$ cat config.mk
export PLATFORM = sky130hd
export DESIGN_NAME = mips_irq_ctl
export DESIGN_NICKNAME = d
export VERILOG_FILES = /design/src/rtl/mips_irq_ctl.sv
export SDC_FILE = /design/constraint.sdc
export NUM_CORES = 1
export LEC_CHECK = 0
export ABC_AREA = 1
export CAP_MARGIN = 20
export CORE_AREA = 3 3 86 88
export CTS_BUF_LIST = sky130_fd_sc_hd__clkbuf_16
export DETAILED_ROUTE_END_ITERATION = 8
export DIE_AREA = 0 0 89 91
export DONT_BUFFER_PORTS = 1
export MAX_ROUTING_LAYER = met4
export PLACE_DENSITY = 0.67
export SYNTH_ARGS = -nofsm -noshare
export SYNTH_HDL_FRONTEND = slang
export SYNTH_SLANG_ARGS = --single-unit
$ cat constraint.sdc
create_clock -name clk -period 1.65 [get_ports clk]
set_clock_uncertainty 0.1 [all_clocks]
set_input_delay 0.165 -clock clk [delete_from_list [all_inputs] [get_ports clk]]
set_output_delay 0.165 -clock clk [all_outputs]
set_load 0.05 [all_outputs]
$ cat src/rtl/mips_irq_ctl.sv
// Interrupt controller for the mips789 core: synchronizes peripheral lines into
// maskable pending bits and presents one vectored request, acked/ended over the cop bus.
module mips_irq_ctl #(
  parameter int          N_SRC      = 8,
  parameter logic [31:0] BASE_ADDR  = 32'h0000_A000,
  parameter logic [31:0] VEC_BASE   = 32'h0000_0050,
  parameter int          VEC_STRIDE = 8,
  parameter logic [3:0]  MEM_CTL_LW = 4'd1,
  parameter logic [3:0]  MEM_CTL_SW = 4'd2
) (
  input  logic             clk,
  input  logic             rst,
  input  logic [31:0]      addr,
  input  logic [31:0]      din,
  input  logic [3:0]       mem_ctl,
  output logic [31:0]      dout,
  input  logic [N_SRC-1:0] src_i,
  output logic             irq_req_o,
  output logic [31:0]      irq_addr_o
);

  typedef enum logic [1:0] {IDLE, REQ, SERVICE} state_t;

  localparam logic [4:0] OFF_PEND   = 5'h00;
  localparam logic [4:0] OFF_MASK   = 5'h04;
  localparam logic [4:0] OFF_EDGE   = 5'h08;
  localparam logic [4:0] OFF_ACTIVE = 5'h0C;
  localparam logic [4:0] OFF_EOI    = 5'h10;

  state_t           state;
  logic [3:0]       id;
  logic [N_SRC-1:0] pend, mask, edge_cfg;
  logic [N_SRC-1:0] sync1, sync2, dly;
  logic [N_SRC-1:0] pend_nxt, mask_nxt, edge_nxt, clr, rise, eligible;
  logic             in_win, rd, wr, ack, eoi, keep, found;
  logic [4:0]       offs;
  logic [3:0]       win;
  logic [31:0]      win_addr;

  assign in_win = (addr[31:5] == BASE_ADDR[31:5]);
  assign offs   = addr[4:0];
  assign rd     = in_win && (mem_ctl == MEM_CTL_LW);
  assign wr     = in_win && (mem_ctl == MEM_CTL_SW);
  assign ack    = rd && (offs == OFF_ACTIVE) && (state == REQ);
  assign eoi    = wr && (offs == OFF_EOI) && (state == SERVICE);
  assign rise   = sync2 & ~dly;

  // Edge sources accumulate (a new edge beats any clear); level sources just follow the line.
  always_comb begin
    mask_nxt = (wr && offs == OFF_MASK) ? din[N_SRC-1:0] : mask;
    edge_nxt = (wr && offs == OFF_EDGE) ? din[N_SRC-1:0] : edge_cfg;
    clr      = (wr && offs == OFF_PEND) ? din[N_SRC-1:0] : '0;
    pend_nxt = '0;
    keep     = 1'b0;
    for (int i = 0; i < N_SRC; i++) begin
      if (ack && edge_cfg[i] && (id == 4'(i))) clr[i] = 1'b1;
      pend_nxt[i] = edge_cfg[i] ? ((pend[i] & ~clr[i]) | rise[i]) : sync2[i];
    end
    for (int i = 0; i < N_SRC; i++) begin
      if (id == 4'(i)) keep = pend_nxt[i] & mask_nxt[i];
    end
  end

  always_comb begin
    eligible = pend & mask;
    found    = |eligible;
    win      = '0;
    for (int i = N_SRC - 1; i >= 0; i--) begin
      if (eligible[i]) win = 4'(i);
    end
    win_addr = VEC_BASE + ({28'b0, win} * 32'(VEC_STRIDE));
  end

  always_comb begin
    dout = '0;
    if (rd) begin
      case (offs)
        OFF_PEND:   dout = 32'(pend);
        OFF_MASK:   dout = 32'(mask);
        OFF_EDGE:   dout = 32'(edge_cfg);
        OFF_ACTIVE: dout = {state != IDLE, 27'b0, id};
        default:    dout = '0;
      endcase
    end
  end

  always_ff @(posedge clk or negedge rst) begin
    if (!rst) begin
      sync1    <= '0;
      sync2    <= '0;
      dly      <= '0;
      pend     <= '0;
      mask     <= '0;
      edge_cfg <= '0;
    end else begin
      sync1    <= src_i;
      sync2    <= sync1;
      dly      <= sync2;
      pend     <= pend_nxt;
      mask     <= mask_nxt;
      edge_cfg <= edge_nxt;
    end
  end

  // A request is dropped if its source vanishes this edge, unless the ack lands first.
  always_ff @(posedge clk or negedge rst) begin
    if (!rst) begin
      state      <= IDLE;
      id         <= '0;
      irq_req_o  <= 1'b0;
      irq_addr_o <= '0;
    end else begin
      case (state)
        IDLE: begin
          if (found) begin
            id         <= win;
            irq_addr_o <= win_addr;
            irq_req_o  <= 1'b1;
            state      <= REQ;
          end
        end
        REQ: begin
          if (ack) begin
            irq_req_o <= 1'b0;
            state     <= SERVICE;
          end else if (!keep) begin
            irq_req_o <= 1'b0;
            state     <= IDLE;
          end
        end
        SERVICE: begin
          if (eoi) state <= IDLE;
        end
        default: begin
          irq_req_o <= 1'b0;
          state     <= IDLE;
        end
      endcase
    end
  end

endmodule

## Word level (Yosys, flattened, before mapping)

Index checks and enable logic that the tools add are counted.

- Register bits: 87
- Input port bits: 78
- Output and inout port bits: 65
- Logic and storage cells: 144

- $add $sub $neg: 1
- Equal/unequal tests: 19
- Mux-type cells: 45
- Bitwise logic cells: 36
- Reductions and logical operators: 33

Operators with widths:

| cell | number |
|---|---|
| 32-bit one-hot mux with 4 select lines | 1 |
| 32-bit 2-to-1 mux | 1 |
| 4-bit 2-to-1 mux | 7 |
| 27-bit by 11-bit equality test with 1-bit output (second input constant) | 1 |
| 1-bit 2-to-1 mux | 27 |
| 1-bit logical AND | 25 |
| 1-bit AND | 16 |
| 8-bit AND | 2 |
| 4-bit by 3-bit equality test with 1-bit output (second input constant) | 4 |
| 8-bit 2-to-1 mux | 2 |
| 4-bit by 2-bit equality test with 1-bit output (second input constant) | 3 |
| 5-bit by 4-bit equality test with 1-bit output (second input constant) | 2 |
| 1-bit inverter | 9 |
| 7-bit by 7-bit adder with 8-bit output (first input constant) | 1 |
| 4-bit by 1-bit equality test with 1-bit output (second input constant) | 2 |
| 2-bit 2-to-1 mux | 4 |
| 8-bit inverter | 1 |
| 1-bit OR | 8 |
| 8-bit OR reduction | 1 |
| 2-bit one-hot mux with 3 select lines | 1 |
| 3-bit AND reduction | 2 |
| 5-bit by 3-bit equality test with 1-bit output (second input constant) | 1 |
| 5-bit equality test (second input constant) | 1 |
| 5-bit zero test | 1 |
| 10 further kinds | 11 |

## Longest topological paths before layout

- Depth after elaboration: 23
- Gate-level depth with buffers: 21
- Depth with buffers taken out: 21

## Least setup slack after synthesis

Ideal clock, no wire load.

- Path type: input-to-output
- Start: input addr[28]
- End: output dout[3]
- Arrival time: 2122 ps
- Data required time: 1385 ps
- Path slack: -737 ps
- Cell stages on the path: 8
- Buffers on the path: 1
- Cell sequence: nor2_1 -> nand2_1 -> or2_0 -> nor3_2 -> nand2_1 -> or3b_1 -> clkbuf_1 -> a31oi_1

- Word-level cells in the longest chain between the ends: 3

RTL lines:

| element | line | source |
|---|---|---|
| from (decl) | 13 | `input logic [31:0] addr,` |
| 27-bit by 11-bit equality test with 1-bit output | 40 | `assign in_win = (addr[31:5] == BASE_ADDR[31:5]);` |
| 1-bit logical AND | 42 | `assign rd = in_win && (mem_ctl == MEM_CTL_LW);` |
| 32-bit 2-to-1 mux | 76 | `if (rd) begin` |
| to (decl) | 16 | `output logic [31:0] dout,` |

No other way between the ends.

## Worst setup path after layout

- Start: input addr[29]
- End: output dout[6]

The elaborated chain is that of the path after synthesis.

==> key figures <==
Outcome
  – Status: finished with violations
  – Failing checks: negative setup slack

Yosys
  – Post-synth EDFFs: 0
  – Yosys Warn Count: 0
  – Share of flip-flops with an asynchronous set or reset: 1.00
  – Post-Syn Area: roughly 0.0033 mm2
  – Area leader, netlist: dfrtp_1
  – Most frequent cells after synthesis: nand2_1 (118), dfrtp_1 (58), buf_4 (52)
  – Top cell type's share of synthesized area: 0.439
  – Ys flop type: dfrtp_1
  – Most area-consuming cells after synthesis: dfrtp_1 (44%), nand2_1 (13%), buf_4 (12%), nor2_1 (5.0%), inv_1 (4.4%)
  – Post-synthesis sequential area ratio: 0.439
  – Count leader, synth: nand2_1
  – Syn Inst Count: around 420
  – Distinct cell type count after synthesis: 37
  – Yosys reg bits: 58
  – Synthesized area per cell: ~7.8 um2

Final layout
  – Non-filler cells, final: approximately 610
  – Layout Nets: 602
  – Ant diodes: 0
  – Layout area overhead: 44.4%
  – Fin util: 0.710
  – Filler instances: just over 500
  – Share of cells above drive strength 1: 0.337

Setup path
  – Setup crit start kind: primary input
  – FF-to-FF setup slack: -0.14 ns
  – CP Cell Sequence: inv_4 -> nand4_1 -> or2_4 -> nor3_4 -> nand2_2 -> or3b_4 -> buf_12 -> a31oi_4 -> buf_12
  – Worst Path Required: 1.38 ns
  – Slowest-stage cell, CP: or3b_4
  – Max incr delay on CP: around 0.4 ns
  – Largest fanout on the critical path: 8
  – Bufs and invs on worst path: 3
  – Critical Path Most Common Cell: buf_12
  – Type of the worst setup path: primary input to output port
  – CP Capture Type: output port
  – Critical Path AT: 1.78 ns
  – Delay-heaviest family, CP: simple AND/OR/NAND/NOR gates

Power
  – Sw Ratio: 0.280
  – Comb power frac: 0.135
  – LEAKAGE: between 2 and 2.5 nW
  – Psw: between 0.001 and 0.0015 W
  – Max rail drop VDD: between 0.6 and 0.7 mV
  – Seq pwr share: 0.398
  – Pwr dens: 799 mW/mm2
  – Clock power frac: 0.467
  – Internal power: between 0.002 and 0.003 W

Global route
  – Vias in the first global route: between 2k and 3k
  – First-pass GRT wire length: approximately 13,000 um
  – Largest net degree at the start of global routing: roughly 60
  – Congestion Overflow GR: 0
  – Initial antenna violation count: 0
  – All-Layer GR Usage: 0.219

Placed design
  – Number of port buffers: 0
  – Placer Congestion: roughly 1
  – Hpwl dp: around 6000 um
  – Post-Place Cells: roughly 560

Timing
  – Setup-failing EPs final: 11
  – Worst-Margin Slew: between 0.5 and 0.6 ns
  – Tcrit/Tclk final: 1.24
  – Max Fclk: approximately 0.5 GHz
  – Slew HR: 0.664
  – Fin worst setup slack: -0.399 ns
  – Fin. Hold Viols: 0
  – Pins Over Slew Limit: 0
  – Post-layout min period: 2.05 ns
  – Final setup TNS: -3.57 ns
  – RSZ-0062 raised after global routing: true

Clock network
  – CTS sink cnt: 58
  – CTS tree: yes
  – Clock Pin Slew Worst Setup and Hold Paths: around 0.05 ns
  – H-Tree Level Count: 3
  – CTS Buffer Depth: 2
  – Clock root cell: clkbuf_16
  – Total CTS buffers: 9
  – Clk_lat worst skew: about 0.33 ns

Job
  – Max_cap viols: 0

Route
  – Via count: about 3k
  – DRT Pass-1 Iters: 4
  – Final wirelength: around 9000 um
  – Average vias per placed instance: ~5.0
  – DRC viols: 0
  – Routed WL per cell: 14.5 um
  – Routed Antenna Nets: 0
  – Drt first-iter violations: between 150 and 200

Floorplan
  – Die X: between 80 and 90 um
  – Initial core utilization: 0.492
  – Rows: 30
  – Die H: around 90 um
  – Die area: 0.00810 mm2
  – Ports: ~140
  – Placeable Area: about 0.0067 mm2

Worst hold path
  – Hold WC Path Type: primary input to flop
state kept, by name (all words and copies together), names as in the netlist:
name	count
sync1	8
pend	8
sync2	8
irq_req_o	1
edge_cfg	8
dly	8
id	2
mask	8
irq_addr_o	5
state	2
power by group through the flow:
| stage | Combinational (W) | Clock, W | Sequential (W) |
|---|---|---|---|
| CTS | 0.000486 | 0.00180 | 0.00151 |
| global placement | 0.000402 | 0 | 0.00154 |
| floorplan | 0.000439 | 0 | 0.00153 |
| detailed placement | 0.000406 | 0 | 0.00154 |
| global route | 0.000553 | 0.00187 | 0.00152 |
| finish | 0.000514 | 0.00178 | 0.00152 |
final cells by class:
| type | count | area, um2 | area share |
|---|---|---|---|
| repair buffers | 95 | 923 | 0.194 |
| multi-input cells | 314 | 1790 | 0.375 |
| clock buffers | 9 | 225 | 0.0472 |
| flip-flops and latches | 58 | 1460 | 0.305 |
| clock inverters | 7 | 61.3 | 0.0129 |
| well taps | 80 | 100 | 0.0210 |
| inverters | 45 | 215 | 0.0451 |
kinds of logic after synthesis:
| group | after synthesis | synth area share |
|---|---|---|
| muxes | 1 | 0.00341 |
| other | 1 | 0.00114 |
| DFF | 58 | 0.439 |
| AOI/OAI and AO/OA | 50 | 0.0951 |
| and+or+nand+nor | 212 | 0.285 |
| adders and majority gates | 1 | 0.00379 |
| buffers and inverters | 99 | 0.172 |
repair_timing:
action,4_1_cts,5_1_grt
buffers inserted,3,15
hold endpoints to repair,81,0
resized for setup,25,55
pin swaps,7,16
gates cloned,0,0
endpoints found under the setup margin,11,13
hold buffers,18,0
cells in the final DEF, fill, tap and decap left out, drive strengths merged:
| master | netlist | final |
|---|---|---|
| nand2 | 121 | 121 |
| buf | 52 | 78 |
| dfrtp | 58 | 58 |
| conb | 1 | 50 |
| nor2 | 50 | 50 |
| inv | 42 | 42 |
| o21ai | 25 | 25 |
| nand3 | 18 | 18 |
| dlygate4sd3 | 0 | 17 |
| nor3 | 13 | 13 |
| clkbuf | 2 | 9 |
| clkinv | 3 | 9 |
| a31oi | 6 | 6 |
| a21oi | 6 | 6 |
| nand4 | 5 | 5 |
| o211ai | 4 | 4 |
| o21a | 3 | 3 |
| or2 | 3 | 3 |
| a221oi | 3 | 3 |
| o21bai | 2 | 2 |
| or3b | 1 | 1 |
| o2111ai | 1 | 1 |
| nor4 | 1 | 1 |
| mux2 | 1 | 1 |
| ha | 1 | 1 |
| bufinv | 0 | 1 |
worst paths after layout:
check	startpoint	endpoint	cells after the start
setup / recovery	addr[29]	dout[6]	9
min in group asynchronous	rst	sync1[2]	2
hold reg to reg	sync1[4]	sync2[4]	0
hold / removal	din[1]	pend[1]	3
max in group asynchronous	rst	edge_cfg[2]	2
setup reg to reg	id[1]	irq_req_o	13
per-layer routing:
layer / track usage / part of all wire
met1: 0.286 / 0.42
met2: 0.333 / 0.49
met3: 0.0490 / 0.070
met4: 0.0782 / 0.020
met5: - / 0
per-stage QoR:
stage          hold slack (ns)  power, W  cell area, um2  setup slack [ns]
2_1_floorplan           -0.231   0.00197            3630            -0.305
3_3_place_gp            -0.229   0.00194            3900            -0.473
3_5_place_dp            -0.229   0.00194            3900            -0.446
4_1_cts                0.00867   0.00380            4470            -0.454
5_1_grt                 0.0400   0.00394            4770            -0.448
6_report               0.00979   0.00381            4770            -0.399
tightest hold or removal path, delay by kind of cell:
| family | cells | cell delay, ns |
|---|---|---|
| AND/OR/NAND/NOR | 2 | 0.12 |
| AO/OA/AOI/OAI | 1 | 0.09 |
(Power assumes the default switching activity.)
